### config.mk
export PLATFORM = sky130hd
export DESIGN_NAME = bimodal_btb_predictor
export DESIGN_NICKNAME = d
export VERILOG_FILES = /design/src/rtl/bimodal_btb_predictor.sv
export SDC_FILE = /design/constraint.sdc
export NUM_CORES = 2
export LEC_CHECK = 0
export CORE_MARGIN = 2
export CORE_UTILIZATION = 40
export DETAILED_ROUTE_END_ITERATION = 6
export PLACE_DENSITY_LB_ADDON = 0.08
export SLEW_MARGIN = 20
export SYNTH_ARGS = -nofsm -noshare
export SYNTH_HDL_FRONTEND = slang
export SYNTH_SLANG_ARGS = --single-unit
### constraint.sdc
create_clock -name i_clk -period 8.9 [get_ports i_clk]
set_clock_uncertainty 0.15 [all_clocks]
set_input_delay 2.225 -clock i_clk [delete_from_list [all_inputs] [get_ports i_clk]]
set_output_delay 2.225 -clock i_clk [all_outputs]
set_load 0.05 [all_outputs]
### src/rtl/bimodal_btb_predictor.sv
// bimodal_btb_predictor: direct-mapped BTB with per-entry saturating direction
// counters. Predicts the next fetch PC combinationally and trains from EX.
// Ports: i_clk, i_reset (async, active-low); lookup i_pc_if -> o_next_pc_pred,
//   o_pred_taken, o_hit; training i_upd_vld, i_pc_ex, i_actual_taken,
//   i_target_addr, i_is_jump, i_is_call, i_is_ret; statistics i_stall,
//   i_mispredict -> o_lookup_cnt, o_mispred_cnt.
// Optional feature macro RAS_EN: return-address stack for return entries.
module bimodal_btb_predictor #(
   parameter int ENTRIES   = 64,
   parameter int TAG_W     = 8,
   parameter int CTR_W     = 2,
   parameter int RAS_DEPTH = 4
) (
   input  logic        i_clk,
   input  logic        i_reset,
   input  logic        i_stall,
   input  logic [31:0] i_pc_if,
   output logic [31:0] o_next_pc_pred,
   output logic        o_pred_taken,
   output logic        o_hit,
   input  logic        i_upd_vld,
   input  logic [31:0] i_pc_ex,
   input  logic        i_actual_taken,
   input  logic [31:0] i_target_addr,
   input  logic        i_is_jump,
   input  logic        i_is_call,
   input  logic        i_is_ret,
   input  logic        i_mispredict,
   output logic [31:0] o_lookup_cnt,
   output logic [31:0] o_mispred_cnt
);
   localparam int IDX_W = $clog2(ENTRIES);
   localparam logic [CTR_W-1:0] CTR_ONE = CTR_W'(1);
   localparam logic [CTR_W-1:0] CTR_MAX = '1;
   localparam logic [CTR_W-1:0] CTR_WT  = CTR_ONE << (CTR_W - 1);
   localparam logic [CTR_W-1:0] CTR_RST = CTR_WT - CTR_ONE;

   logic [ENTRIES-1:0] vld_q;
   logic [1:0]         typ_q [ENTRIES];
   logic [TAG_W-1:0]   tag_q [ENTRIES];
   logic [29:0]        tgt_q [ENTRIES];
   logic [CTR_W-1:0]   ctr_q [ENTRIES];

   logic [IDX_W-1:0] idx_if, idx_ex;
   logic [TAG_W-1:0] tag_if, tag_ex;
   logic             hit_if, hit_ex;
   logic [31:0]      tgt_if;
   logic [CTR_W-1:0] ctr_ex, ctr_d;
   logic [1:0]       typ_new;
   logic [31:0]      lookup_cnt_q, lookup_cnt_d;
   logic [31:0]      mispred_cnt_q, mispred_cnt_d;

`ifdef RAS_EN
   localparam int RP_W = (RAS_DEPTH > 1) ? $clog2(RAS_DEPTH) : 1;
   localparam logic [RP_W-1:0] RP_ONE = RP_W'(1);
   localparam logic [RP_W:0]   RC_ONE = (RP_W + 1)'(1);
   localparam logic [RP_W:0]   RC_MAX = (RP_W + 1)'(RAS_DEPTH);
   logic [31:0]   ras_q [RAS_DEPTH];
   logic [RP_W-1:0] sp_q, sp_pop, sp_d;
   logic [RP_W:0]   ras_cnt_q, cnt_pop, ras_cnt_d;
   logic          ras_pop, ras_push;
   logic [31:0]   ras_top;
   assign ras_top = ras_q[sp_q - RP_ONE];
`endif

   assign idx_if = i_pc_if[IDX_W+1:2];
   assign tag_if = i_pc_if[IDX_W+TAG_W+1:IDX_W+2];
   assign idx_ex = i_pc_ex[IDX_W+1:2];
   assign tag_ex = i_pc_ex[IDX_W+TAG_W+1:IDX_W+2];

   assign hit_if = vld_q[idx_if] && (tag_q[idx_if] == tag_if);
   assign hit_ex = vld_q[idx_ex] && (tag_q[idx_ex] == tag_ex);

   always_comb begin
      tgt_if = {tgt_q[idx_if], 2'b00};
`ifdef RAS_EN
      // An empty stack falls back to the last trained return target.
      if (typ_q[idx_if] == 2'd2 && ras_cnt_q != '0)
         tgt_if = ras_top;
`endif
   end

   assign o_hit = hit_if;
   assign o_pred_taken = hit_if &&
      (typ_q[idx_if] != 2'd0 || ctr_q[idx_if][CTR_W-1]);
   assign o_next_pc_pred = o_pred_taken ? tgt_if : i_pc_if + 32'd4;

   assign ctr_ex = ctr_q[idx_ex];

   always_comb begin
      ctr_d = ctr_ex;
      if (i_actual_taken) begin
         if (ctr_ex != CTR_MAX) ctr_d = ctr_ex + CTR_ONE;
      end else if (ctr_ex != '0) begin
         ctr_d = ctr_ex - CTR_ONE;
      end
   end

`ifdef RAS_EN
   assign typ_new = i_is_ret ? 2'd2 : (i_is_jump ? 2'd1 : 2'd0);
`else
   assign typ_new = i_is_jump ? 2'd1 : 2'd0;
`endif

   always_ff @(posedge i_clk or negedge i_reset) begin
      if (!i_reset) begin
         vld_q <= '0;
         for (int i = 0; i < ENTRIES; i++) begin
            typ_q[i] <= 2'd0;
            tag_q[i] <= '0;
            tgt_q[i] <= '0;
            ctr_q[i] <= CTR_RST;
         end
      end else if (i_upd_vld) begin
         if (hit_ex) begin
            ctr_q[idx_ex] <= ctr_d;
            if (i_actual_taken) tgt_q[idx_ex] <= i_target_addr[31:2];
         end else if (i_actual_taken) begin
            vld_q[idx_ex] <= 1'b1;
            typ_q[idx_ex] <= typ_new;
            tag_q[idx_ex] <= tag_ex;
            tgt_q[idx_ex] <= i_target_addr[31:2];
            ctr_q[idx_ex] <= CTR_WT;
         end
      end
   end

`ifdef RAS_EN
   // Pop is applied first so a combined call/return replaces the top.
   assign ras_pop  = i_upd_vld && i_is_ret && (ras_cnt_q != '0);
   assign ras_push = i_upd_vld && i_is_call;
   assign sp_pop   = ras_pop ? sp_q - RP_ONE : sp_q;
   assign cnt_pop  = ras_pop ? ras_cnt_q - RC_ONE : ras_cnt_q;

   always_comb begin
      sp_d      = sp_pop;
      ras_cnt_d = cnt_pop;
      if (ras_push) begin
         sp_d = sp_pop + RP_ONE;
         if (cnt_pop != RC_MAX) ras_cnt_d = cnt_pop + RC_ONE;
      end
   end

   always_ff @(posedge i_clk or negedge i_reset) begin
      if (!i_reset) begin
         sp_q      <= '0;
         ras_cnt_q <= '0;
         for (int i = 0; i < RAS_DEPTH; i++) ras_q[i] <= '0;
      end else begin
         sp_q      <= sp_d;
         ras_cnt_q <= ras_cnt_d;
         if (ras_push) ras_q[sp_pop] <= i_pc_ex + 32'd4;
      end
   end
`endif

   assign lookup_cnt_d  = lookup_cnt_q + (i_stall ? 32'd0 : 32'd1);
   assign mispred_cnt_d = mispred_cnt_q + (i_mispredict ? 32'd1 : 32'd0);

   always_ff @(posedge i_clk or negedge i_reset) begin
      if (!i_reset) begin
         lookup_cnt_q  <= '0;
         mispred_cnt_q <= '0;
      end else begin
         lookup_cnt_q  <= lookup_cnt_d;
         mispred_cnt_q <= mispred_cnt_d;
      end
   end

   assign o_lookup_cnt  = lookup_cnt_q;
   assign o_mispred_cnt = mispred_cnt_q;

   logic unused_bits;
   assign unused_bits = ^{i_pc_if, i_pc_ex, i_target_addr[1:0],
                          i_is_call, i_is_ret};
endmodule
==> out/results.ini <==
[setup_path]
r2r-start=tag_q[397]
worstSetupPathType=primary input to primary output
reg2reg_slack_ns=3.86
worst_r2r_path_depth=10
startpoint_type=primary input
end_kind=primary output
r2r_end=ctr_q[14]
cp.required_ns=6.53
cp_data_arrival_time_ns=6.23
crit_fanout=24

[floorplanning]
coreArea_um2=330000
initial_utilization_pct=40.1
die_area_um2=335000
io_pins=203
die_h_um=579
die_w_um=579
rows=211

[hold_path]
hold_path.class=register to register
min_from=vld_q[22]
hold_depth=1
hold_path_end=vld_q[22]

[placed_design]
gp_congestion=0.865
pre_cts_slack_ns=0.332
hpwlAfterDp_um=273000
placed_area_um2=140000
port_buffers=180

[sta]
finalWorstSetupSlack_ns=0.298
maxSlewHeadroom_pct=14.8
setup_tns_ns=0
setup_viol=0
rsz0062_at_grt=false
period_needed_ns=8.60
min_period_over_period_pct=96.7
slew_viol_final=0
fmax_ghz=0.116
worstMarginPinSlew_ns=1.27
hold_viol_final=0

[clock_network]
cts_root_buf=clkbuf_16
htree_num_levels=5
clockBufferDepth=4
clock_latency_ns=0.93
clock_sinks=2752
cts_hold_buf=0
cts_tree=built
cts_buffers=322
path_clk_slew_ns=0.05
ctsResizeCount=0
cts_setup_buffers=0

[synth]
syn-mean-instance-area_um2=15.0
synth_top_cell_by_area=dfrtp_1
async_flop_share_pct=100
synth-seq-area-share_pct=52.1
synth_area_leaders=dfrtp_1, mux2_2, mux4_2
synth-edff-count=0
synth_top_area_share_pct=50.8
syn_inst=8812
synth_fp_nets=8922
ys_warn_count=0
ys_ff_latch=2752
ys_types=90
yosys.cell_count.top_type=dfrtp_1
synth_flop_cell=dfrtp_1
synth_area_um2=132000
ys_top_cells_by_count=dfrtp_1, mux2_2, mux4_2

[final_layout]
syn2layout_area_growth_pct=14.1
seqCellArea_um2=68900
nFillCells=28800
drive_gt1_share_pct=50.1
fin_nets=8944
final_util_pct=45.8
multi_input_area_um2=60000
post-route-cell-area_um2=151000

[pwr]
p_int_mw=23.1
ir_worst_vdd_mv=0.152
p_per_area_nw_per_um2=206
p_leak_nw=68.1
seq_power_share_pct=45.4
power_mw=31.1
combinationalPowerShare_pct=11.5
clock_power_share_pct=43.1
switching_share_pct=25.5
power_switching_mw=7.91

[global_route]
grt_max_degree=160
grt_util_all_layers_pct=27.6
grt_pass1_vias=85400
grt_overflow=0
grt_pass1_wl_um=661000
antenna_found_initial=39

[job]
drv_cap=0

[run_status]
status=finished clean

[detailed_routing]
dr_total_vias=82100
drt-pass1-iter-count=5
antenna_left=0
wl_um=463000
wire_per_inst_um=34.4
drtIter0Drc=6584
drc=0
vias_per_cell=6.10

[layout by cell type, fill, tap and decap left out, drive strengths merged, types with 56 or more instances in the layout]
master / Yosys / routed
dfrtp: 2688 / 2688
buf: 295 / 450
nor2: 321 / 321
clkdlybuf4s50: 0 / 97
a21oi: 70 / 70
a221oi: 56 / 56
mux4: 822 / 822
a211oi: 196 / 196
nand2: 126 / 126
clkbuf: 554 / 483
xnor2: 74 / 74
a211o: 60 / 60
or2: 69 / 69
mux2i: 128 / 128
inv: 73 / 87
a21boi: 66 / 66
mux2: 2578 / 2578
dfstp: 64 / 64
[logic make-up (layout without fill, tap and decap cells)]
logic type | Yosys count | count (layout) | synth area share, %
AOI/OAI and AO/OA | 728 | 728 | 4.42
and+or+nand+nor | 770 | 770 | 2.82
xor gates and xnor gates | 103 | 103 | 0.682
DFF | 2752 | 2752 | 52.1
other | 0 | 10 | 0
adders and majority gates | 7 | 7 | 0.0624
buffers and inverters | 924 | 1190 | 3.00
muxes | 3528 | 3528 | 36.9
[power by group through the flow]
stage                     Clock (mW)  Sequential (mW)  Combinational [mW]
after global placement             0             14.2                3.53
final                           13.4             14.1                3.58
after detailed placement           0             14.3                3.60
after CTS                       13.7             14.1                3.61
after global routing            14.2             14.2                3.81
after floorplan                    0             14.2                2.28
[worst max-delay path by stage]
stage	cells after the start	slack, ns	end	startpoint
floorplan	12	0.71	o_next_pc_pred[2]	i_pc_if[2]
global placement	15	0.25	o_next_pc_pred[26]	i_pc_if[2]
detailed placement	15	0.33	o_next_pc_pred[26]	i_pc_if[2]
CTS	15	0.32	o_next_pc_pred[26]	i_pc_if[2]
global route	16	0.15	o_next_pc_pred[26]	i_pc_if[2]
finish	15	0.30	o_next_pc_pred[26]	i_pc_if[2]
[layout make-up]
type,count,area share [%]
diodes,10,0.0166
flip-flops and latches,2752,45.7
well taps,4366,3.62
multi-input cells,5136,39.8
inverters,75,0.193
clock buffers,483,6.28
repair buffers,547,3.78
clock inverters,85,0.681
[through the flow]
step	cells	hold WS (ns)
floorplan	8812	0.295
global placement	12900	0.311
detailed placement	12900	0.323
CTS	13400	0.335
global route	13400	0.341
finish	13500	0.329
[worst max-delay path: stages]
cell and delay, ns:
buf_8 0.29, buf_12 0.25, mux4_2 0.55, mux4_2 0.47
nand2_1 0.28, and3_1 0.36, a311oi_1 0.12, xor2_1 0.20
nor4_1 0.19, buf_4 0.16, nand4_1 0.08, buf_4 0.24
buf_12 0.17, mux2_2 0.33, buf_12 0.16
[registers in the layout, summed over array words and instances (netlist names)]
register       cells
tgt_q           1920
tag_q            512
ctr_q            128
typ_q             64
vld_q             64
o_lookup_cnt      32
o_mispred_cnt     32
[routing by layer]
metal	routed length (um)	vias up	global-route usage, %
met4	21400	0	11.4
met5	0	-	0
met2	217000	2656	43.8
li1	-	33200	-
met1	200000	45400	38.2
met3	24600	802	3.91
No activity file was read; power rests on OpenSTA's default activity.
